[config.mk]
export PLATFORM = sky130hd
export DESIGN_NAME = mod_n_stream_detector
export DESIGN_NICKNAME = d
export VERILOG_FILES = /design/src/rtl/mod_n_stream_detector.sv
export SDC_FILE = /design/constraint.sdc
export NUM_CORES = 1
export LEC_CHECK = 0
export ABC_AREA = 1
export CAP_MARGIN = 0
export CORE_ASPECT_RATIO = 0.7
export CORE_MARGIN = 1.5
export CORE_UTILIZATION = 45
export DETAILED_ROUTE_END_ITERATION = 7
export PLACE_DENSITY = 0.76
export SLEW_MARGIN = 30
export SYNTH_ARGS = -nofsm -noshare
export SYNTH_HDL_FRONTEND = slang
export SYNTH_SLANG_ARGS = --single-unit
[constraint.sdc]
create_clock -name clk -period 1.7 [get_ports clk]
set_input_delay 0.17 -clock clk [delete_from_list [all_inputs] [get_ports clk]]
set_output_delay 0.17 -clock clk [all_outputs]
set_load 0.02 [all_outputs]
[src/rtl/mod_n_stream_detector.sv]
// Multi-channel serial divisibility detector: per-channel running value mod DIVISOR.
// Optional saturating per-channel hit counters are built when MOD_N_HIT_CNT_EN is defined.
module mod_n_stream_detector #(
  parameter int DIVISOR   = 5,
  parameter bit LSB_FIRST = 1'b0,
  parameter int NUM_CH    = 4,
  parameter int REM_W     = $clog2(DIVISOR)
) (
  input  logic                    clk,
  input  logic                    rst,
  input  logic [NUM_CH-1:0]       in_valid,
  input  logic [NUM_CH-1:0]       in_bit,
  input  logic [NUM_CH-1:0]       clr,
  output logic [NUM_CH*REM_W-1:0] rem,
  output logic [NUM_CH-1:0]       first_1_seen,
  output logic [NUM_CH-1:0]       div,
  output logic [NUM_CH-1:0]       hit
`ifdef MOD_N_HIT_CNT_EN
  ,
  output logic [NUM_CH*8-1:0]     hit_cnt
`endif
);

  localparam logic [REM_W:0] MOD = (REM_W+1)'(DIVISOR);

  // Inputs are always below 2*DIVISOR, so one subtract folds them.
  function automatic logic [REM_W-1:0] fold(
    input logic [REM_W:0] x
  );
    logic [REM_W:0] y;
    y = (x >= MOD) ? x - MOD : x;
    return y[REM_W-1:0];
  endfunction

  for (genvar c = 0; c < NUM_CH; c++) begin : g_ch
    logic [REM_W-1:0] rem_q;
    logic [REM_W-1:0] rem_n;
    logic             seen_q;
    logic             hit_q;
    logic             acc;
    logic             hit_n;

    assign acc   = in_valid[c] & ~clr[c];
    assign hit_n = (rem_n == '0) & (seen_q | in_bit[c]);

    if (LSB_FIRST) begin : g_lsb
      logic [REM_W-1:0] pow_q;

      assign rem_n = fold({1'b0, rem_q} +
                          (in_bit[c] ? {1'b0, pow_q} : '0));

      // Weight of the next bit: 2^k mod DIVISOR, restarting at 1.
      always_ff @(posedge clk or posedge rst) begin
        if (rst)
          pow_q <= REM_W'(1);
        else if (clr[c])
          pow_q <= REM_W'(1);
        else if (acc)
          pow_q <= fold({pow_q, 1'b0});
      end
    end else begin : g_msb
      assign rem_n = fold({rem_q, 1'b0} +
                          (REM_W+1)'(in_bit[c]));
    end

    // Remainder, leading-one flag and hit pulse per channel.
    always_ff @(posedge clk or posedge rst) begin
      if (rst) begin
        rem_q  <= '0;
        seen_q <= 1'b0;
        hit_q  <= 1'b0;
      end else if (clr[c]) begin
        rem_q  <= '0;
        seen_q <= 1'b0;
        hit_q  <= 1'b0;
      end else if (acc) begin
        rem_q  <= rem_n;
        seen_q <= seen_q | in_bit[c];
        hit_q  <= hit_n;
      end else begin
        hit_q  <= 1'b0;
      end
    end

    assign rem[c*REM_W +: REM_W] = rem_q;
    assign first_1_seen[c]       = seen_q;
    assign div[c]                = (rem_q == '0) & seen_q;
    assign hit[c]                = hit_q;

`ifdef MOD_N_HIT_CNT_EN
    logic [7:0] cnt_q;

    // Saturating count of hits, bumped on the same edge hit rises.
    always_ff @(posedge clk or posedge rst) begin
      if (rst)
        cnt_q <= '0;
      else if (clr[c])
        cnt_q <= '0;
      else if (acc && hit_n && cnt_q != 8'hff)
        cnt_q <= cnt_q + 8'd1;
    end

    assign hit_cnt[c*8 +: 8] = cnt_q;
`endif
  end

endmodule
### Yosys cells after proc, flatten, opt, wreduce, memory -nomap -nowiden

Index checks and enable logic that the tools add are counted.

| operators by class | value |
|---|---|
| add/subtract/negate cells | 8 |
| order comparisons | 4 |
| multiplexer cells | 28 |
| bitwise gates (word level) | 20 |
| reductions and logical operators | 12 |

Operator list:

| operator | number |
|---|---|
| $mux W3 | 12 |
| $logic_not A3 Y1 | 8 |
| $add A4 B1 Y4 | 4 |
| $ge A4 B3 Y1 const B | 4 |
| $mux W1 | 16 |
| $and A1 B1 Y1 | 12 |
| $sub A3 B3 Y3 const B | 4 |
| $reduce_bool A2 Y1 | 4 |
| $not A1 Y1 | 4 |
| $or A1 B1 Y1 | 4 |

| storage, ports and cells | value |
|---|---|
| flip-flop bits (word level) | 20 |
| output and inout bits | 24 |
| logic and storage cells | 84 |

### Longest topological paths before layout

Gate-level depths: netlist of the first run.

| logic depth | value |
|---|---|
| depth in word-level cells | 7 |
| depth in mapped cells | 9 |

### Worst setup path before layout of the first run

Ideal clock, no wire load.

| timing | value |
|---|---|
| path kind | register to output |
| start | reg g_ch[1].rem_q[1] |
| end | out div[1] |
| data arrival time | 1305 ps |
| required time | 1530 ps |
| path slack | 225 ps |
| stages on the path, launching flop included | 2 |
| cell sequence | dfrtp_1 -> nor4_1 |

| on the way | value |
|---|---|
| cells in the longest elaborated chain, start to end | 2 |

RTL lines:

| element | RTL line | text |
|---|---|---|
| from (decl) | 36 | `logic [REM_W-1:0] rem_q;` |
| from (signal assigned) | 77 | `rem_q <= rem_n;` |
| $logic_not A3 Y1 | 87 | `assign div[c] = (rem_q == '0) & seen_q;` |
| $and A1 B1 Y1 | 87 |  |
| to (decl) | 16 | `output logic [NUM_CH-1:0] div,` |

Every way passes these cells.

### Worst setup path after layout of the first run

| timing | value |
|---|---|
| start | reg g_ch[1].rem_q[1] |
| end | out rem[4] |

RTL lines:

| element | RTL line | text |
|---|---|---|
| to (decl) | 14 | `output logic [NUM_CH*REM_W-1:0] rem,` |

No word-level cell between the ends.

==> out/metrics.cfg, run 1 <==
[outcome]
outcome=finished, final reports clean

[power]
leakagePower_nw=0.887
p_int_w=0.000860
switching_power_w=0.000363
p_comb_share_pct=28.3
seqPwrFrac_pct=42.9
p_sw_share_pct=29.7
power_density_nw_per_um2=690
clock_power_share_pct=28.8
ir_drop_mv=0.507

[floorplanning]
io_pins=38
die-area_um2=3240
design.core.area_um2=2780
dieHeight_um=48.1
rows=16
initial_core_util_pct=46.9
die_w_um=67.4

[synth]
synth.largest_area_cell=dfrtp_1
syn_nets=202
synth_top_area_share_pct=38.3
yosysWarnings=0
synth-seq-area-share_pct=38.3
syn_area_per_cell_um2=7.26
synthesis.instances=180
ys.flop_type=dfrtp_1
yosysMostFrequentCell=nand2_1
synth_cell_types=18
synth_top_cells_by_area=dfrtp_1 38%, nand2_1 14%, inv_1 9.5%
ys_ff_latch=20
synth_edf_count=0
synth-async-reset-ratio_pct=100
synth_area_um2=1310
synth_common_cells=47 x nand2_1, 33 x inv_1, 20 x dfrtp_1

[global_route]
grt_overflow=0
antenna_found_initial=0
grt_usage_pct=19.5
grt_pass1_wl_mm=4.58
grt_start_max_net_pins=21
grt_pass1_vias=1088

[clock_tree]
insertion_delay_ns=0.25
cts.clk_slew.worst_paths_ns=0.07
h-tree-depth=1
numClockSinks=20
clock_path_buffers=2
tritoncts=built
cts_buffers=3
ctsRootBufferMaster=clkbuf_8

[worst_setup_path]
cp-start-kind=flop
worstPathArrival_ns=1.41
cp_max_fo=6
rr_worst_depth=8
worst-setup-path-type=reg2out
worstPathRequired_ns=1.53
cp_slowest_cell=clkdlybuf4s50_1
cp_cell_sequence=buf_4, clkdlybuf4s50_1
critPathCaptureType=output port
max_stage_delay_ns=0.62

[timing]
finalHoldViolCount=0
fmax_ghz=0.633
timing.final.crit_share_pct=92.9
slew_headroom_pct=82.9
worst_pin_slew_ns=0.254
report.final.slew_viol_count=0
rsz0062_at_grt=false
skew_ns=0.00276
setup_viol=0
period_needed_ns=1.58

[routing]
ant_nets=0
dr.pass1.iters=4
via_count=1238
wl_per_cell_um=11.3
via_per_inst=4.82
routed_wl_mm=2.91
drc_errors=0
initialDrtViolationCount=59

[placement]
port_buffers=37
gp_congestion=0.960
placed_cells=253
place_area_um2=1720
dpl.hpwl_mm=2.39

[layout]
syn2layout_area_growth_pct=35.6
utilization_pct=63.7
instances_no_fill=257
nets=244
insertedDiodeCount=0
layout-drive-gt1-share_pct=8.14
final_area_um2=1770

[min_path]
min_path_type=in2async

[flow_run]
cap_violations=0

sequential cells by signal (all words and copies together) (netlist names):
| signal | cells |
|---|---|
| g_ch.rem_q | 12 |
| g_ch.hit_q | 4 |
| g_ch.seen_q | 4 |
through the flow:
| step | total power, W | hold WS, ns | setup slack (ns) | TNS (ns) |
|---|---|---|---|---|
| after floorplan | 0.000739 | 0.134 | 0.225 | 0 |
| after global placement | 0.000873 | 0.517 | 0.115 | 0 |
| after detailed placement | 0.000884 | 0.511 | -0.00319 | -0.00319 |
| after CTS | 0.00124 | 0.228 | 0.109 | 0 |
| after global routing | 0.00130 | 0.288 | 0.0773 | 0 |
| final | 0.00122 | 0.230 | 0.121 | 0 |
cells by family after synthesis:
logic type	synth area share [%]
buffers and inverters	14.4
adder cells (fa/ha/maj)	7.66
flip-flops	38.3
AO/OA/AOI/OAI	8.91
AND/OR/NAND/NOR	30.7
cell type report:
type / instances / area [um^2]
multi-input cells: 118 / 618
well taps: 36 / 45.0
fillers: 230 / 1010
inverters: 34 / 128
clock buffers: 4 / 55.1
flip-flops and latches: 20 / 500
repair buffers: 45 / 425
placed cells by master (no fill, tap or decap):
cell type | synthesis | layout
nor4_1 | 4 | 4
nand4_1 | 4 | 4
ha_1 | 8 | 8
nand3_1 | 12 | 12
nor2_1 | 17 | 17
nand3_4 | 1 | 1
or2_1 | 1 | 1
clkbuf_8 | 0 | 4
dfrtp_1 | 20 | 20
clkdlybuf4s50_1 | 0 | 33
inv_1 | 33 | 33
nand3_2 | 1 | 1
inv_2 | 1 | 1
a21oi_4 | 1 | 1
o21ai_1 | 1 | 1
nand2_2 | 1 | 1
dlygate4sd2_1 | 0 | 4
nand2_4 | 1 | 1
nand2_1 | 47 | 47
buf_4 | 8 | 8
o21ai_0 | 19 | 19
power by group through the flow:
| stage | registers (W) | clock network (W) | logic [W] |
|---|---|---|---|
| 6_report | 0.000525 | 0.000352 | 0.000346 |
| 5_1_grt | 0.000528 | 0.000386 | 0.000386 |
| 4_1_cts | 0.000525 | 0.000367 | 0.000346 |
| 3_5_place_dp | 0.000534 | 0 | 0.000351 |
| 3_3_place_gp | 0.000533 | 0 | 0.000341 |
| 2_1_floorplan | 0.000556 | 0 | 0.000183 |
critical path: cells and delay by family, from the launching register on:
| kind | cells | cell delay (ns) |
|---|---|---|
| buffers and inverters | 2 | 0.80 |
| DFF | 1 | 0.36 |
routing by layer:
| layer | wire, um | GRT usage (%) | part of all wire, % | up-vias |
|---|---|---|---|---|
| met5 | 0 | 0 | 0 | - |
| met4 | 0 | 4.08 | 0 | 0 |
| met3 | 133 | 4.94 | 4.6 | 0 |
| met2 | 1290 | 31.9 | 44 | 39 |
| met1 | 1490 | 26.8 | 51 | 562 |
| li1 | - | - | - | 637 |
path summary, 6_finish.rpt:
kind | start | end | slack (ns)
max in group asynchronous | rst | g_ch[2].hit_q$_DFF_PP0_ | 1.26
min reg2reg | g_ch[2].rem_q[0]$_DFFE_PP0P_ | g_ch[2].rem_q[0]$_DFFE_PP0P_ | 0.57
min in group clk | g_ch[2].rem_q[0]$_DFFE_PP0P_ | g_ch[2].rem_q[0]$_DFFE_PP0P_ | 0.57
min | rst | g_ch[0].rem_q[2]$_DFFE_PP0P_ | 0.23
max | g_ch[1].rem_q[1]$_DFFE_PP0P_ | rem[4] | 0.12
max reg2reg | g_ch[3].rem_q[0]$_DFFE_PP0P_ | g_ch[3].rem_q[1]$_DFFE_PP0P_ | 0.27
timing repair:
item,in CTS,in global routing
hold buffers,0,0
endpoints found under the setup margin,4,0
setup buffers,0,0
gates resized for setup,4,0
Power figures use the tool's default switching activity.
==> inputs of run 2 (changes only) <==
--- a/config.mk
+++ b/config.mk
@@ -10,6 +10,7 @@
 export CORE_ASPECT_RATIO = 0.7
 export CORE_MARGIN = 1.5
 export CORE_UTILIZATION = 45
+export CTS_BUF_LIST = sky130_fd_sc_hd__clkbuf_8
 export DETAILED_ROUTE_END_ITERATION = 7
 export PLACE_DENSITY = 0.76
 export SLEW_MARGIN = 30
==> results of run 2 <==
The final DEF is identical to that of run 1; final timing and power are the same.
